## src/rtl/dmem_port_arbiter.sv

```systemverilog
// dmem_port_arbiter: CPU-priority arbiter for data-RAM port B with a host starvation guard
// and a host halt mode for bulk loading.
module dmem_port_arbiter #(
  parameter int MAX_WAIT = 4,
  parameter int AW = 16,
  parameter int DW = 16
) (
  input  logic          clk,
  input  logic          rst_n,
  input  logic          cpu_req,
  input  logic          cpu_we,
  input  logic [AW-1:0] cpu_addr,
  input  logic [DW-1:0] cpu_wdata,
  output logic          cpu_stall,
  output logic [DW-1:0] cpu_rdata,
  output logic          cpu_rvalid,
  input  logic          host_req,
  input  logic          host_we,
  input  logic [AW-1:0] host_addr,
  input  logic [DW-1:0] host_wdata,
  output logic          host_ack,
  output logic [DW-1:0] host_rdata,
  input  logic          host_halt,
  output logic          halted,
  output logic [AW-1:0] mem_addr,
  output logic [DW-1:0] mem_wdata,
  output logic          mem_wen,
  input  logic [DW-1:0] mem_q
);
  typedef enum logic [1:0] {RUN, DRAIN, HALTED} state_e;
  localparam logic [3:0] MW = 4'(MAX_WAIT);
  state_e state_q, state_d;
  logic [3:0] wait_q, wait_d;
  logic cpu_rvalid_q, host_ack_q, host_rd_q, halted_q;
  logic [DW-1:0] cpu_rdata_q, host_rdata_q;
  logic host_elig, host_gnt, cpu_gnt;
  // A host request still high in its ack cycle is stale and must not be granted again
  always_comb begin
    host_elig = host_req & ~host_ack_q;
    host_gnt  = state_q == RUN ? host_elig & (~cpu_req | wait_q == MW) : state_q == HALTED & host_elig;
    cpu_gnt   = state_q == RUN & cpu_req & ~host_gnt;
    state_d   = state_q == RUN ? (host_halt ? DRAIN : RUN) :
                state_q == DRAIN ? HALTED : (host_halt ? HALTED : RUN);
    wait_d    = (~host_req | host_gnt) ? 4'd0 :
                (state_q == RUN & host_elig & wait_q != MW) ? wait_q + 4'd1 : wait_q;
  end
  assign mem_addr   = host_gnt ? host_addr : cpu_gnt ? cpu_addr : '0;
  assign mem_wdata  = host_gnt ? host_wdata : cpu_gnt ? cpu_wdata : '0;
  assign mem_wen    = (host_gnt & host_we) | (cpu_gnt & cpu_we);
  assign cpu_stall  = (cpu_req & ~cpu_gnt) | (state_q != RUN);
  assign cpu_rvalid = cpu_rvalid_q;
  assign host_ack   = host_ack_q;
  assign halted     = halted_q;
  // RAM data arrives the cycle after the grant; the hold registers keep it afterwards
  assign cpu_rdata  = cpu_rvalid_q ? mem_q : cpu_rdata_q;
  assign host_rdata = (host_ack_q & host_rd_q) ? mem_q : host_rdata_q;
  always_ff @(posedge clk or negedge rst_n) begin
    if (!rst_n) begin
      state_q      <= RUN;
      wait_q       <= '0;
      cpu_rvalid_q <= 1'b0;
      host_ack_q   <= 1'b0;
      host_rd_q    <= 1'b0;
      halted_q     <= 1'b0;
      cpu_rdata_q  <= '0;
      host_rdata_q <= '0;
    end else begin
      state_q      <= state_d;
      wait_q       <= wait_d;
      cpu_rvalid_q <= cpu_gnt & ~cpu_we;
      host_ack_q   <= host_gnt;
      host_rd_q    <= host_gnt & ~host_we;
      halted_q     <= state_d == HALTED;
      cpu_rdata_q  <= cpu_rdata;
      host_rdata_q <= host_rdata;
    end
  end
endmodule

```

## config.mk

```make
export PLATFORM = sky130hd
export DESIGN_NAME = dmem_port_arbiter
export DESIGN_NICKNAME = d
export VERILOG_FILES = /design/src/rtl/dmem_port_arbiter.sv
export SDC_FILE = /design/constraint.sdc
export NUM_CORES = 1
export LEC_CHECK = 0
export CORE_MARGIN = 2
export CORE_UTILIZATION = 30
export DETAILED_ROUTE_END_ITERATION = 16
export MAX_ROUTING_LAYER = met4
export PLACE_DENSITY = 0.83
export SYNTH_ARGS = -nofsm -noshare
export SYNTH_HDL_FRONTEND = slang
export SYNTH_SLANG_ARGS = --single-unit
```

## constraint.sdc

```tcl
create_clock -name clk -period 2.18 [get_ports clk]
set_clock_uncertainty 0.2 [all_clocks]
set_input_delay 0.218 -clock clk [delete_from_list [all_inputs] [get_ports clk]]
set_output_delay 0.218 -clock clk [all_outputs]
set_load 0.02 [all_outputs]
```

Word level (Yosys, flattened, before mapping):

Index checks and enable logic that the tools add are counted.

* register bits: 42
* output and inout port bits: 69
* word-level logic and storage cells: 54

* eq/ne operators: 5
* multiplexer cells: 13
* add/subtract/negate cells: 1
* bitwise gates (word level): 24
* reduce and logical (&&, ||, !) cells: 3

Operators by type and width (count)
* 2-to-1 mux 16 bit: 6
* AND 1 bit: 13
* 2-to-1 mux 4 bit: 2
* NOT 1 bit: 7
* 2-to-1 mux 2 bit: 3
* adder 4 x 1 -> 4 bit (second input constant): 1
* equality test 2 bit (second input constant): 2
* equality test 4 x 3 -> 1 bit (second input constant): 1
* inequality test 4 x 3 -> 1 bit (second input constant): 1
* OR 1 bit: 4
* nonzero test 2 bit: 2
* equality test 2 x 1 -> 1 bit (second input constant): 1
* logical NOT 2 bit: 1
* 2-to-1 mux 1 bit: 2

Depth between registers and ports, before layout:

* depth in word-level cells: 9
* mapped depth: 6

Worst setup path before layout:

No wires, ideal clock.

* path kind: register to output
* start point: register wait_q[0]
* end point: output port mem_addr[10]
* cell stages (with the launch flop): 7
* slack: -0.153 ns
* data arrival time: 1.915 ns
* cell sequence: dfrtp_1 -> inv_1 -> ha_1 -> and3b_1 -> a311oi_1 -> clkbuf_1 -> a22o_1

* word-level cells in the longest chain between the ends: 8

RTL lines
* start: declaration: line 33 `logic [3:0] wait_q, wait_d;`
* start signal: assignment: line 69 `wait_q <= wait_d;`
* equality test 4 x 3 -> 1 bit (*): line 40 `host_gnt = state_q == RUN ? host_elig & (~cpu_req | wait_q == MW) : state_q == HALTED & host_elig;`
* OR 1 bit (*): line 40
* AND 1 bit (*): line 40
* 2-to-1 mux 1 bit (*): line 40
* NOT 1 bit: line 41 `cpu_gnt = state_q == RUN & cpu_req & ~host_gnt;`
* AND 1 bit: line 41
* 2-to-1 mux 16 bit: line 47 `assign mem_addr = host_gnt ? host_addr : cpu_gnt ? cpu_addr : '0;`
* 2-to-1 mux 16 bit (*): line 47
* end: declaration: line 25 `output logic [AW-1:0] mem_addr,`

Every way passes the cells marked *; elsewhere a longest branch is shown, timed or not.

Worst setup path after layout:

* start point: register wait_q[0]
* end point: output port mem_addr[12]

The elaborated chain is that of the path after synthesis.

==> run_summary.xml <==
<?xml version="1.0" encoding="UTF-8"?>
<metrics>
  <group name="floorplanning">
    <metric name="starting_utilization_of_the_core_area" unit="">0.311</metric>
    <metric name="die-height" unit="um">85.4</metric>
    <metric name="std_cell_rows" unit="">29</metric>
    <metric name="design.core.area" unit="sq um">6390</metric>
    <metric name="io_pins" unit="">156</metric>
    <metric name="die-width" unit="um">85.4</metric>
    <metric name="design.die.area" unit="sq um">7290</metric>
  </group>
  <group name="cts">
    <metric name="cts_buffers" unit="">5</metric>
    <metric name="clkSlewWorstSetupHoldPaths" unit="ns">0.08</metric>
    <metric name="cts.sink_count" unit="">41</metric>
    <metric name="cts_tree" unit="">yes</metric>
    <metric name="clk-insertion-delay-late" unit="ns">0.29</metric>
    <metric name="cts-root-buf" unit="">sky130_fd_sc_hd__clkbuf_8</metric>
    <metric name="max-clock-path-buffers" unit="">2</metric>
    <metric name="cts.htree.levels" unit="">2</metric>
  </group>
  <group name="yosys">
    <metric name="postSynthAreaPerCell" unit="sq um">13.2</metric>
    <metric name="ys_seq_elements" unit="">41</metric>
    <metric name="yosysTopAreaCellShare" unit="">0.516</metric>
    <metric name="yosysTopAreaCell" unit="">sky130_fd_sc_hd__dfrtp_1</metric>
    <metric name="syn-num-nets" unit="">240</metric>
    <metric name="synthCells" unit="">151</metric>
    <metric name="yosysSeqAreaShare" unit="">0.516</metric>
    <metric name="yosys_warnings" unit="">0</metric>
    <metric name="yosys_cell_types" unit="">26</metric>
    <metric name="syn-cell-area" unit="sq um">1990</metric>
    <metric name="synth_area_leaders" unit="">sky130_fd_sc_hd__dfrtp_1, sky130_fd_sc_hd__mux2_2, sky130_fd_sc_hd__a22o_1</metric>
  </group>
  <group name="outcome">
    <metric name="status" unit="">finished with violations</metric>
    <metric name="violated_checks" unit="">setup timing</metric>
  </group>
  <group name="finish">
    <metric name="antennaDiodeCount" unit="">0</metric>
    <metric name="fraction_of_final_layout_cells_with_drive_strength_greater_than_1" unit="">0.415</metric>
    <metric name="syn_to_final_growth" unit="%">112</metric>
    <metric name="final_cell_mix" unit="">sky130_fd_sc_hd__clkdlybuf4s50_1, sky130_fd_sc_hd__dfrtp_1, sky130_fd_sc_hd__buf_6, sky130_fd_sc_hd__mux2_2, sky130_fd_sc_hd__a22o_1</metric>
    <metric name="layout_commonest_cell" unit="">sky130_fd_sc_hd__clkdlybuf4s50_1</metric>
    <metric name="final_net_count" unit="">437</metric>
  </group>
  <group name="worst_hold_path">
    <metric name="worstHoldEndpoint" unit="">cpu_rvalid</metric>
    <metric name="worstHoldPathCells" unit="">2</metric>
    <metric name="min_from" unit="">cpu_we</metric>
    <metric name="min_path_type" unit="">input port to register</metric>
  </group>
  <group name="critical_path">
    <metric name="timing.critical_path.arrival" unit="ns">2.18</metric>
    <metric name="timing.critical_path.from_type" unit="">register</metric>
    <metric name="worst-r2r-setup-slack" unit="ns">0.03</metric>
    <metric name="critical_path_class" unit="">register to output port</metric>
    <metric name="worst-r2r-cell-count" unit="">5</metric>
    <metric name="path_max_fanout" unit="">8</metric>
    <metric name="endpoint_kind" unit="">output port</metric>
    <metric name="setup.worst_path.start" unit="">wait_q[0]</metric>
    <metric name="rr_startpoint" unit="">halted</metric>
    <metric name="critical_path_required" unit="ns">1.76</metric>
    <metric name="end_of_the_worst_register_to_register_path" unit="">wait_q[3]</metric>
  </group>
  <group name="global_routing">
    <metric name="grt_pass1_wl" unit="um">10500</metric>
    <metric name="grt_remaining_overflow" unit="">0</metric>
    <metric name="grt_start_max_net_pins" unit="">34</metric>
    <metric name="grt_antenna_before_repair" unit="">0</metric>
    <metric name="grt_pass1_vias" unit="">2136</metric>
    <metric name="grt_util_all_layers" unit="">0.188</metric>
  </group>
  <group name="detailed_routing">
    <metric name="drt-wirelength-per-cell" unit="um">16.5</metric>
    <metric name="antenna_viol_nets_final" unit="">0</metric>
    <metric name="vias" unit="">2092</metric>
    <metric name="postRouteWirelength" unit="um">7010</metric>
    <metric name="drtPass1Iterations" unit="">4</metric>
    <metric name="drc" unit="">0</metric>
    <metric name="vias_per_cell" unit="">4.91</metric>
    <metric name="detailedRoute.firstIterationViolations" unit="">36</metric>
  </group>
  <group name="place">
    <metric name="numPortBuffers" unit="">155</metric>
    <metric name="place.gp.congestion" unit="">0.840</metric>
    <metric name="place.detailed.hpwl" unit="um">5160</metric>
  </group>
  <group name="job">
    <metric name="timing.max_cap.violations" unit="">0</metric>
  </group>
  <group name="timing">
    <metric name="setup_violations" unit="">34</metric>
    <metric name="post-route-worst-setup-slack" unit="ns">-0.417</metric>
    <metric name="tightest_slew" unit="ns">0.732</metric>
    <metric name="rsz0062_at_grt" unit="">true</metric>
    <metric name="fin_hold_ws" unit="ns">0.288</metric>
    <metric name="max_freq" unit="MHz">385</metric>
    <metric name="hold_viol_final" unit="">0</metric>
    <metric name="worst_slew_margin_rel" unit="">0.512</metric>
    <metric name="layout_worst_path_cycle_share" unit="">1.19</metric>
    <metric name="max_slew_violations" unit="">0</metric>
    <metric name="clock_period_minus_final_worst_setup_slack" unit="ns">2.60</metric>
  </group>
  <group name="power_and_ir_drop">
    <metric name="vdd_drop_max" unit="V">0.000780</metric>
    <metric name="leakagePower" unit="uW">0.00198</metric>
    <metric name="power-per-cell-area" unit="nW/um^2">993</metric>
    <metric name="power.total" unit="uW">4170</metric>
  </group>
</metrics>
==> cell families (layout without fill, tap and decap cells) <==
kind of cell	after synthesis	count (layout)	share of synthesized area
AOI/OAI and AO/OA	43	43	0.189
and+or+nand+nor	17	17	0.0605
adders and majority gates	2	2	0.0126
DFF	41	41	0.516
muxes	34	34	0.193
buffers and inverters	14	212	0.0290
==> registers in the layout, indices dropped and copies added (netlist names) <==
register and cells:
cpu_rdata_q 16, host_rdata_q 16, wait_q 4, cpu_rvalid 1, halted 1, host_ack 1
host_rd_q 1, state_q 1
==> metrics by stage <==
step / instance area [sq um] / cells / util / TNS (ns) / worst slack (ns)
finish: 4210 / 426 / 0.659 / -12.37 / -0.417
global route: 4210 / 426 / 0.659 / -16.22 / -0.526
CTS: 4110 / 416 / 0.643 / -13.79 / -0.442
detailed placement: 3820 / 399 / 0.599 / -17.36 / -0.550
global placement: 3820 / 399 / 0.599 / -15.99 / -0.492
floorplan: 2000 / 151 / - / -0.743 / -0.0285
==> area by class of cell <==
class,count,area (sq um)
clock buffer,6,82.6
clock inverter,2,37.5
fill,475,2180
inverter,4,15.0
multi-input combinational,96,950
sequential,41,1030
tap,77,96.3
timing repair buffer,200,2000
==> worst max-delay path by stage <==
stage,to,slack (ns),cells past startpoint
after global placement,mem_addr[11],-0.49,6
after detailed placement,mem_wdata[13],-0.55,7
after CTS,mem_addr[9],-0.44,7
after floorplan,mem_addr[10],-0.03,6
final,mem_addr[12],-0.42,9
after global routing,mem_addr[12],-0.53,9
==> worst max-delay path: stages, from the launching register on <==
cell                        delay (ns)
sky130_fd_sc_hd__dfrtp_1          0.41
sky130_fd_sc_hd__inv_2            0.08
sky130_fd_sc_hd__ha_4             0.12
sky130_fd_sc_hd__nand3b_1         0.16
sky130_fd_sc_hd__a2111oi_4        0.36
sky130_fd_sc_hd__buf_4            0.19
sky130_fd_sc_hd__buf_6            0.12
sky130_fd_sc_hd__buf_8            0.12
sky130_fd_sc_hd__a22o_1           0.18
sky130_fd_sc_hd__buf_6            0.13
==> routing by layer <==
layer  vias to the layer above  global-route usage  part of all wire
met2                       112               0.325              0.50
li1                        975                   -                 -
met3                        14              0.0447             0.076
met1                       991               0.218              0.41
met4                         0              0.0548             0.016
met5                         -                   -                 0
==> Yosys cell counts <==
cell,n
sky130_fd_sc_hd__nand2_1,1
sky130_fd_sc_hd__and3b_1,1
sky130_fd_sc_hd__a2111oi_4,1
sky130_fd_sc_hd__a211o_1,1
sky130_fd_sc_hd__or4_1,1
sky130_fd_sc_hd__dfrtp_1,41
sky130_fd_sc_hd__and4_1,1
sky130_fd_sc_hd__inv_1,4
sky130_fd_sc_hd__clkbuf_1,5
sky130_fd_sc_hd__nand3_1,3
sky130_fd_sc_hd__or4b_4,1
sky130_fd_sc_hd__a22o_1,32
sky130_fd_sc_hd__nor3b_1,2
sky130_fd_sc_hd__mux2_2,34
sky130_fd_sc_hd__buf_2,4
sky130_fd_sc_hd__nand3b_1,1
sky130_fd_sc_hd__nor2b_1,3
sky130_fd_sc_hd__a21oi_1,1
sky130_fd_sc_hd__nor4b_1,1
sky130_fd_sc_hd__buf_1,1
sky130_fd_sc_hd__o21ai_0,3
sky130_fd_sc_hd__nor4_1,1
sky130_fd_sc_hd__ha_1,2
sky130_fd_sc_hd__a211oi_1,4
sky130_fd_sc_hd__a311oi_1,1
sky130_fd_sc_hd__nand2b_1,1
==> where the power goes <==
part | internal [uW] | switching [uW] | total, uW
logic | 1210 | 1170 | 2390
clock network | 372 | 261 | 633
registers | 1070 | 89.4 | 1150
total | 2650 | 1520 | 4170
==> repair_timing <==
item                                   in CTS  in global routing
setup endpoints to repair                  50                 67
gates cloned                                2                  0
setup buffers                               7                 12
resized for setup                         221                 53
pin swaps                                  27                  8
hold buffers                                1                  0
endpoints found under the hold margin      32                  0
No activity file was read; power rests on OpenSTA's default activity.
